`config.mk`:
```
export PLATFORM = sky130hd
export DESIGN_NAME = regfile_scoreboard
export DESIGN_NICKNAME = d
export VERILOG_FILES = /design/src/rtl/regfile_pkg.sv /design/src/rtl/regfile_scoreboard_rf_scoreboard.sv /design/src/rtl/regfile_scoreboard.sv
export SDC_FILE = /design/constraint.sdc
export NUM_CORES = 1
export LEC_CHECK = 0
export BUFFER_PORTS_ARGS = -buffer_cell sky130_fd_sc_hd__buf_4
export CAP_MARGIN = 20
export CORE_MARGIN = 2
export CORE_UTILIZATION = 45
export DETAILED_ROUTE_END_ITERATION = 10
export PLACE_DENSITY = 0.72
export SLEW_MARGIN = 20
export SYNTH_ARGS = -nofsm -noshare
export SYNTH_HDL_FRONTEND = slang
export SYNTH_HIERARCHICAL = 1
export SYNTH_SLANG_ARGS = --single-unit
```
`constraint.sdc`:
```
create_clock -name clk -period 4.6 [get_ports clk]
set_clock_uncertainty 0.2 [all_clocks]
set_input_delay 0.92 -clock clk [delete_from_list [all_inputs] [get_ports clk]]
set_output_delay 0.92 -clock clk [all_outputs]
set_load 0.05 [all_outputs]
```
`src/rtl/regfile_pkg.sv`:
```
// Shared defaults and slicing helper for the scoreboarded register file.
package regfile_pkg;

  localparam int DEF_DATA_W = 32;
  localparam int DEF_ADDR_W = 3;
  localparam int DEF_NUM_RD = 2;
  localparam int DEPTH      = 2 ** DEF_ADDR_W;

  // Low bit of field `idx` in a flattened bus of `width`-bit fields.
  function automatic int unsigned lsb(input int unsigned idx, input int unsigned width);
    return idx * width;
  endfunction

endpackage

```
`src/rtl/regfile_scoreboard_rf_scoreboard.sv`:
```
// Busy bits for each register plus the sticky write-to-idle-register flag.
module rf_scoreboard
  import regfile_pkg::*;
#(
  parameter int ADDR_W   = DEF_ADDR_W,
  parameter int ZERO_REG = 1
) (
  input  logic                 clk,
  input  logic                 rst_n,
  input  logic                 wr_en,
  input  logic [ADDR_W-1:0]    wr_addr,
  input  logic                 rsv_en,
  input  logic [ADDR_W-1:0]    rsv_addr,
  input  logic                 flush,
  output logic [2**ADDR_W-1:0] busy,
  output logic                 err_wr_idle
);

  localparam int N_REGS = 2 ** ADDR_W;

  logic [N_REGS-1:0] busy_q;
  logic [N_REGS-1:0] busy_d;
  logic              wr_zero;
  logic              err_set;

  assign wr_zero = (ZERO_REG != 0) && (wr_addr == '0);
  assign err_set = wr_en && !busy_q[wr_addr] && !flush && !wr_zero;

  // A reservation beats a same-cycle writeback: the new producer owns the register.
  always_comb begin
    busy_d = busy_q;
    for (int i = 0; i < N_REGS; i++) begin
      if (flush) begin
        busy_d[i] = 1'b0;
      end else if (rsv_en && (rsv_addr == ADDR_W'(i))) begin
        busy_d[i] = 1'b1;
      end else if (wr_en && (wr_addr == ADDR_W'(i))) begin
        busy_d[i] = 1'b0;
      end
    end
    if (ZERO_REG != 0) begin
      busy_d[0] = 1'b0;
    end
  end

  always_ff @(posedge clk or negedge rst_n) begin
    if (!rst_n) begin
      busy_q      <= '0;
      err_wr_idle <= 1'b0;
    end else begin
      busy_q <= busy_d;
      if (err_set) begin
        err_wr_idle <= 1'b1;
      end
    end
  end

  assign busy = busy_q;

endmodule

```
`src/rtl/regfile_scoreboard.sv`:
```
// Register file with combinational read ports, write-through bypass and busy tracking.
module regfile_scoreboard
  import regfile_pkg::*;
#(
  parameter int DATA_W   = DEF_DATA_W,
  parameter int ADDR_W   = DEF_ADDR_W,
  parameter int NUM_RD   = DEF_NUM_RD,
  parameter int ZERO_REG = 1
) (
  input  logic                     clk,
  input  logic                     rst_n,
  input  logic                     wr_en,
  input  logic [ADDR_W-1:0]        wr_addr,
  input  logic [DATA_W-1:0]        wr_data,
  input  logic                     rsv_en,
  input  logic [ADDR_W-1:0]        rsv_addr,
  input  logic                     flush,
  input  logic [NUM_RD*ADDR_W-1:0] rd_addr,
  output logic [NUM_RD*DATA_W-1:0] rd_data,
  output logic [NUM_RD-1:0]        rd_busy,
  output logic [2**ADDR_W-1:0]     busy_vec,
  output logic                     err_wr_idle
);

  localparam int N_REGS = 2 ** ADDR_W;

  logic [DATA_W-1:0] mem [N_REGS];
  logic              wr_zero;
  logic [ADDR_W-1:0] addr_k;

  assign wr_zero = (ZERO_REG != 0) && (wr_addr == '0);

  rf_scoreboard #(
    .ADDR_W   (ADDR_W),
    .ZERO_REG (ZERO_REG)
  ) u_sb (
    .clk         (clk),
    .rst_n       (rst_n),
    .wr_en       (wr_en),
    .wr_addr     (wr_addr),
    .rsv_en      (rsv_en),
    .rsv_addr    (rsv_addr),
    .flush       (flush),
    .busy        (busy_vec),
    .err_wr_idle (err_wr_idle)
  );

  // Storage is written regardless of flush; flush only affects busy bits.
  always_ff @(posedge clk or negedge rst_n) begin
    if (!rst_n) begin
      for (int i = 0; i < N_REGS; i++) begin
        mem[i] <= '0;
      end
    end else if (wr_en && !wr_zero) begin
      mem[wr_addr] <= wr_data;
    end
  end

  always_comb begin
    rd_data = '0;
    rd_busy = '0;
    addr_k  = '0;
    for (int k = 0; k < NUM_RD; k++) begin
      addr_k = rd_addr[lsb(k, ADDR_W) +: ADDR_W];
      if ((ZERO_REG != 0) && (addr_k == '0)) begin
        rd_data[lsb(k, DATA_W) +: DATA_W] = '0;
        rd_busy[k]                        = 1'b0;
      end else if (wr_en && (wr_addr == addr_k)) begin
        rd_data[lsb(k, DATA_W) +: DATA_W] = wr_data;
        rd_busy[k]                        = 1'b0;
      end else begin
        rd_data[lsb(k, DATA_W) +: DATA_W] = mem[addr_k];
        rd_busy[k]                        = busy_vec[addr_k];
      end
    end
  end

endmodule

```
* Yosys cells after proc, flatten, opt, wreduce, memory -nomap -nowiden
Cells that the tools add are included.
** Storage, ports and cells
- Flip-flop bits (word level) :: 264
- Bits of input ports :: 49
- Output and inout port bits :: 75
- Logic and storage cells :: 120
** Cells by class
- $lt $le $gt $ge :: 7
- Equality and inequality tests :: 16
- Multiplexer cells :: 44
- Bitwise logic cells :: 3
- Reduce and logical (&&, ||, !) cells :: 34
** Operator list (count)
- $mux 32 :: 9
- $bwmux 256 :: 1
- $bmux 32 s3 :: 2
- $demux 32 s3 :: 1
- $mux 1 :: 28
- $eq 3x3->1 const B :: 8
- $logic_and 1x1->1 :: 21
- $reduce_bool 3->1 :: 7
- $eq 3x2->1 const B :: 4
- $ge 4x4->1 const B :: 3
- $lt 3x4->1 const B :: 3
- $not 3->4 :: 3
- $bmux 1 s3 :: 3
- $logic_not 3->1 :: 3
- $eq 3x1->1 const B :: 2
- $eq 3x3->1 :: 2
- $lt 4x1->1 const B :: 1
- $logic_not 1->1 :: 3

* Depth between registers and ports, before layout
- Depth in word-level cells :: 6
- Depth in mapped cells :: 7
- Depth with buffers taken out :: 4

* Hierarchy
The synthesis kept the hierarchy.
** Modules (own cells, without submodules)
- regfile_scoreboard :: times used 1, cells an instance 1093, area each 12876.1 µm², seq. area each 5605.4 µm²
- rf_scoreboard :: times used 1, cells an instance 52, area each 457.9 µm², seq. area each 200.2 µm²

* Least setup slack after synthesis
OpenSTA, ideal clock, no wires.
- Path type :: input -> output
- From :: input rd_addr[2]
- To :: output rd_data[10]
- Data arrival time :: 2.200 ns
- Data required time :: 3.480 ns
- Setup slack :: 1.280 ns
- Cell stages on the path :: 6
- Path buffers :: 2
- Cells stage by stage :: buf_4 -> nand2_1 -> clkbuf_1 -> o22a_1 -> o22a_1 -> a32o_1
** On the way
- Longest elaborated chain between the ends :: 6
- Elaborated cells on any way between the ends :: 9
- Classes of those cells :: eq/ne: 1; mux: 5; bitwise: 1; reduce/logical: 2
** RTL lines
- start, declared :: line regfile_scoreboard.sv:18 : input logic [NUM_RD*ADDR_W-1:0] rd_addr,
- $not 3->4 (not written as such) :: line regfile_scoreboard.sv:72 : rd_data[lsb(k, DATA_W) +: DATA_W] = mem[addr_k];
- $bmux 32 s3 :: line regfile_scoreboard.sv:72
- $mux 32 (not written as such) (2 in series) :: line regfile_scoreboard.sv:72
- $mux 32 :: line regfile_scoreboard.sv:68 : end else if (wr_en && (wr_addr == addr_k)) begin
- $mux 32 (*) :: line regfile_scoreboard.sv:65 : if ((ZERO_REG != 0) && (addr_k == '0)) begin
- end, declared :: line regfile_scoreboard.sv:19 : output logic [NUM_RD*DATA_W-1:0] rd_data,
Mark *: on every way between the ends. The rest lies on a longest branch, timed or not. The select of a mux whose other input is x is not followed.

* Worst setup path after layout
- From :: input rd_addr[1]
- To :: output rd_data[22]
Same word-level chain as after synthesis.

==> flow_summary.yaml <==
timing:
  setup_tns_ns: 0
  period_needed_ns: 3.93
  worstMarginPinSlew_ns: 0.997
  finalSetupViolCount: 0
  finalHoldViolations: 0
  fmax_mhz: 255
  fin_ws_ns: 0.672
  rsz0062_at_grt: "no"
  final_max_slew_viol_count: 0
  max_slew_margin_pct: 33.6
  fin_crit_sh_pct: 85.4
synth:
  synthSimpleGateAreaFrac_pct: 3.73
  synth_top_family_by_area: "multiplexers"
  synth_cell_types: 43
  synth.avg_cell_area_um2: 11.6
  yosys_warnings: 6
  yosys.area.top_type_share_pct: 43.5
  synthFlopType: "dfrtp_1"
  syn_area_um2: 13300
  synth_edf_count: 0
  synth_top_area_cell: "dfrtp_1"
  synth_fp_nets: 1194
  synth_compound_area_share_pct: 21.6
  postSynthCellCount: 1145
  ys_seq_area_share_pct: 43.5
  synth_xor_xnor_area_share_pct: 0.394
  ys_seq_elements: 232
  synth.area.top_cells: "dfrtp_1, mux2_2, o22a_1"
  synthMuxAreaShare_pct: 24.5
  synth_fa_ha_area_share_pct: 0
  ys_async_sr_fraction_pct: 100
worst_setup_path:
  critPathMaxFanout: 25
  cp_data_required_time_ns: 3.48
  path_delay_family: "compound AO/OA/AOI/OAI gates"
  cpMostUsedCell: "buf_4"
  rr_startpoint: "u_sb/busy[6]$_DFFE_PN0P_"
  arrival_ns: 2.81
  cp_num_buf_inv: 3
  critPathLaunchType: "input pin"
  r2r_slack_ns: 3.06
  cp_slowest_stage_delay_ns: 0.61
  cpMaxStageDelayCell: "o31a_1"
  critPathCaptureType: "output pin"
  path_cells: "buf_4, xnor2_1, nand4_1, o31a_1, buf_4, a32o_1, buf_4"
  cp-startpoint: "rd_addr[1]"
  criticalPathCategory: "input pin to output pin"
clocking:
  clkLatencyLatePin_ns: 0.54
  cts_tree: "yes"
  cts_buffer_depth: 3
  numClockSinks: 232
  numCtsBuffers: 27
  post_cts_buffers: 0
  cts-root-buf: "clkbuf_16"
  postCtsResizedCells: 0
  htree_num_levels: 1
  postCtsHoldBufs: 0
  path_clk_slew_ns: 0.06
grt:
  grt_pass1_wl_mm: 60.9
  antenna_found_initial: 0
  grt_pass1_vias: 10500
  gr-usage-all-layers_pct: 24.9
  grt_max_degree: 124
  grt-ovfl-total: 0
route:
  viasPerCell: 6.42
  drt_wl_total_mm: 39.1
  met1_length_mm: 17.0
  highest_layer: "met4"
  drt_first_pass_iters: 5
  drt.antenna.violating_nets: 0
  drcViolationCount: 0
  first_iter_violations: 787
  wl_met2_mm: 18.5
  wire_per_inst_um: 24.1
  vias: 10400
  met3_length_mm: 2.74
die:
  initial_core_util_pct: 45.4
  rows: 63
  io_pins: 124
  design.core.area_um2: 29400
  die_h_um: 176
  die_w_um: 176
  die_area_um2: 31000
placed_design:
  pre_cts_slack_ns: 0.734
  dp.cells: 1577
  dp_hpwl_mm: 23.2
  io_buffers: 122
  place_congestion: 0.803
cells_and_area:
  area_growth_pct: 14.8
  fin_nets: 1265
  n_antenna_cell: 0
  final_cells: 1622
  drive_gt1_share_pct: 34.5
  fillers: 2581
  final_core_util_pct: 52.1
power_and_ir_drop:
  pwr-share-seq_pct: 39.9
  p_comb_share_pct: 30.0
  power.switching_w: 0.00235
  vdd_drop_max_uv: 325
  cellLeakagePower_nw: 6.46
  power.internal_w: 0.00473
  pwr-share-clk_pct: 30.1
  switching_share_pct: 33.2
  power.density_nw_per_um2: 463
job:
  maxCapViolCount: 0
hold_path:
  hold_path_class: "input pin to async pin"
run_status:
  outcome: "finished, final reports clean"
==> path summary, 6_finish.rpt <==
kind / endpoint / depth (start not counted)
setup reg to reg: u_sb/err_wr_idle$_DFFE_PN0P_ / 3
max in group asynchronous: mem[88]$_DFFE_PN0P_ / 2
setup / recovery: rd_data[22] / 7
hold / removal: u_sb/busy[7]$_DFFE_PN0P_ / 1
min in group clk: u_sb/err_wr_idle$_DFFE_PN0P_ / 1
hold reg to reg: u_sb/err_wr_idle$_DFFE_PN0P_ / 1
==> kinds of logic (layout without fill, tap and decap cells) <==
group,after synthesis,count (layout)
xor gates and xnor gates,6,6
DFF,232,232
muxes,295,295
other,1,1
buffers and inverters,155,242
and+or+nand+nor,110,110
AOI/OAI and AO/OA,346,346
==> layer usage <==
metal	global-route usage (%)	vias up
li1	-	4576
met5	0	-
met4	6.85	0
met3	3.14	73
met1	35.5	5295
met2	39.9	469
==> cell usage after synthesis, types with 7 or more instances <==
| master | number |
|---|---|
| a21oi_1 | 7 |
| inv_1 | 37 |
| a32o_1 | 64 |
| buf_6 | 12 |
| o2bb2ai_1 | 32 |
| clkbuf_1 | 28 |
| mux2_1 | 9 |
| mux2i_1 | 66 |
| o22ai_1 | 35 |
| o22a_1 | 149 |
| a31oi_1 | 35 |
| o21ai_0 | 9 |
| nand2_1 | 77 |
| buf_2 | 52 |
| dfrtp_1 | 232 |
| buf_4 | 24 |
| mux2_2 | 217 |
==> final cells by class <==
type	instances	area (um^2)	area share, %
Multi-Input combinational cell	758	6740	44.0
Inverter	37	139	0.907
Sequential cell	232	5810	37.9
Tap cell	390	488	3.19
Clock inverter	11	148	0.964
Timing Repair Buffer	160	1280	8.38
Clock buffer	34	712	4.65
==> power by group through the flow <==
stage,clock [W],sequential (W),combinational (W)
3_5_place_dp,0,0.00285,0.00212
4_1_cts,0.00216,0.00282,0.00213
5_1_grt,0.00224,0.00289,0.00226
2_1_floorplan,0,0.00276,0.00161
6_report,0.00213,0.00283,0.00213
3_3_place_gp,0,0.00283,0.00208
==> worst register-to-register path: cells and delay by family (launching register included) <==
| kind | cells | cell delay (ns) |
|---|---|---|
| DFF | 1 | 0.43 |
| muxes | 2 | 0.57 |
| AOI/OAI and AO/OA | 1 | 0.24 |
==> stage by stage <==
stage	total power (W)	hold slack, ns	area [um^2]
CTS	0.00710	0.277	15300
global placement	0.00491	0.259	14500
finish	0.00708	0.265	15300
global route	0.00739	0.307	15300
detailed placement	0.00497	0.261	14500
floorplan	0.00436	0.279	13300
==> cell usage in the layout (no fill, tap or decap), types with 2 or more instances in the layout <==
master,netlist,final
o21ai_0,9,9
nand2b_1,6,6
o32a_1,4,4
mux4_2,3,3
mux2i_1,66,66
nand2_1,77,77
o22a_1,149,149
inv_1,37,37
buf_12,0,6
o22ai_1,35,35
o31a_1,2,2
mux2_1,9,9
xnor2_1,6,6
and2_1,1,2
a31oi_1,35,35
bufinv_16,0,3
o2bb2ai_1,32,32
a21oi_4,0,2
a21oi_1,7,7
o21ai_1,2,2
mux2_2,217,217
dfrtp_1,232,232
clkinvlp_4,0,4
clkbuf_16,0,27
nand3_1,6,6
buf_4,24,153
nand4_1,4,4
nor2_1,5,5
a32o_1,64,64
nand4b_1,3,3
clkinv_2,0,2
clkbuf_1,28,6
nor2b_1,3,3
==> sequential cells by signal, summed over array words and instances, names as in the netlist <==
register and flops:
mem 224, u_sb/err_wr_idle 1, u_sb/busy 7
No activity file was read; power rests on OpenSTA's default activity.
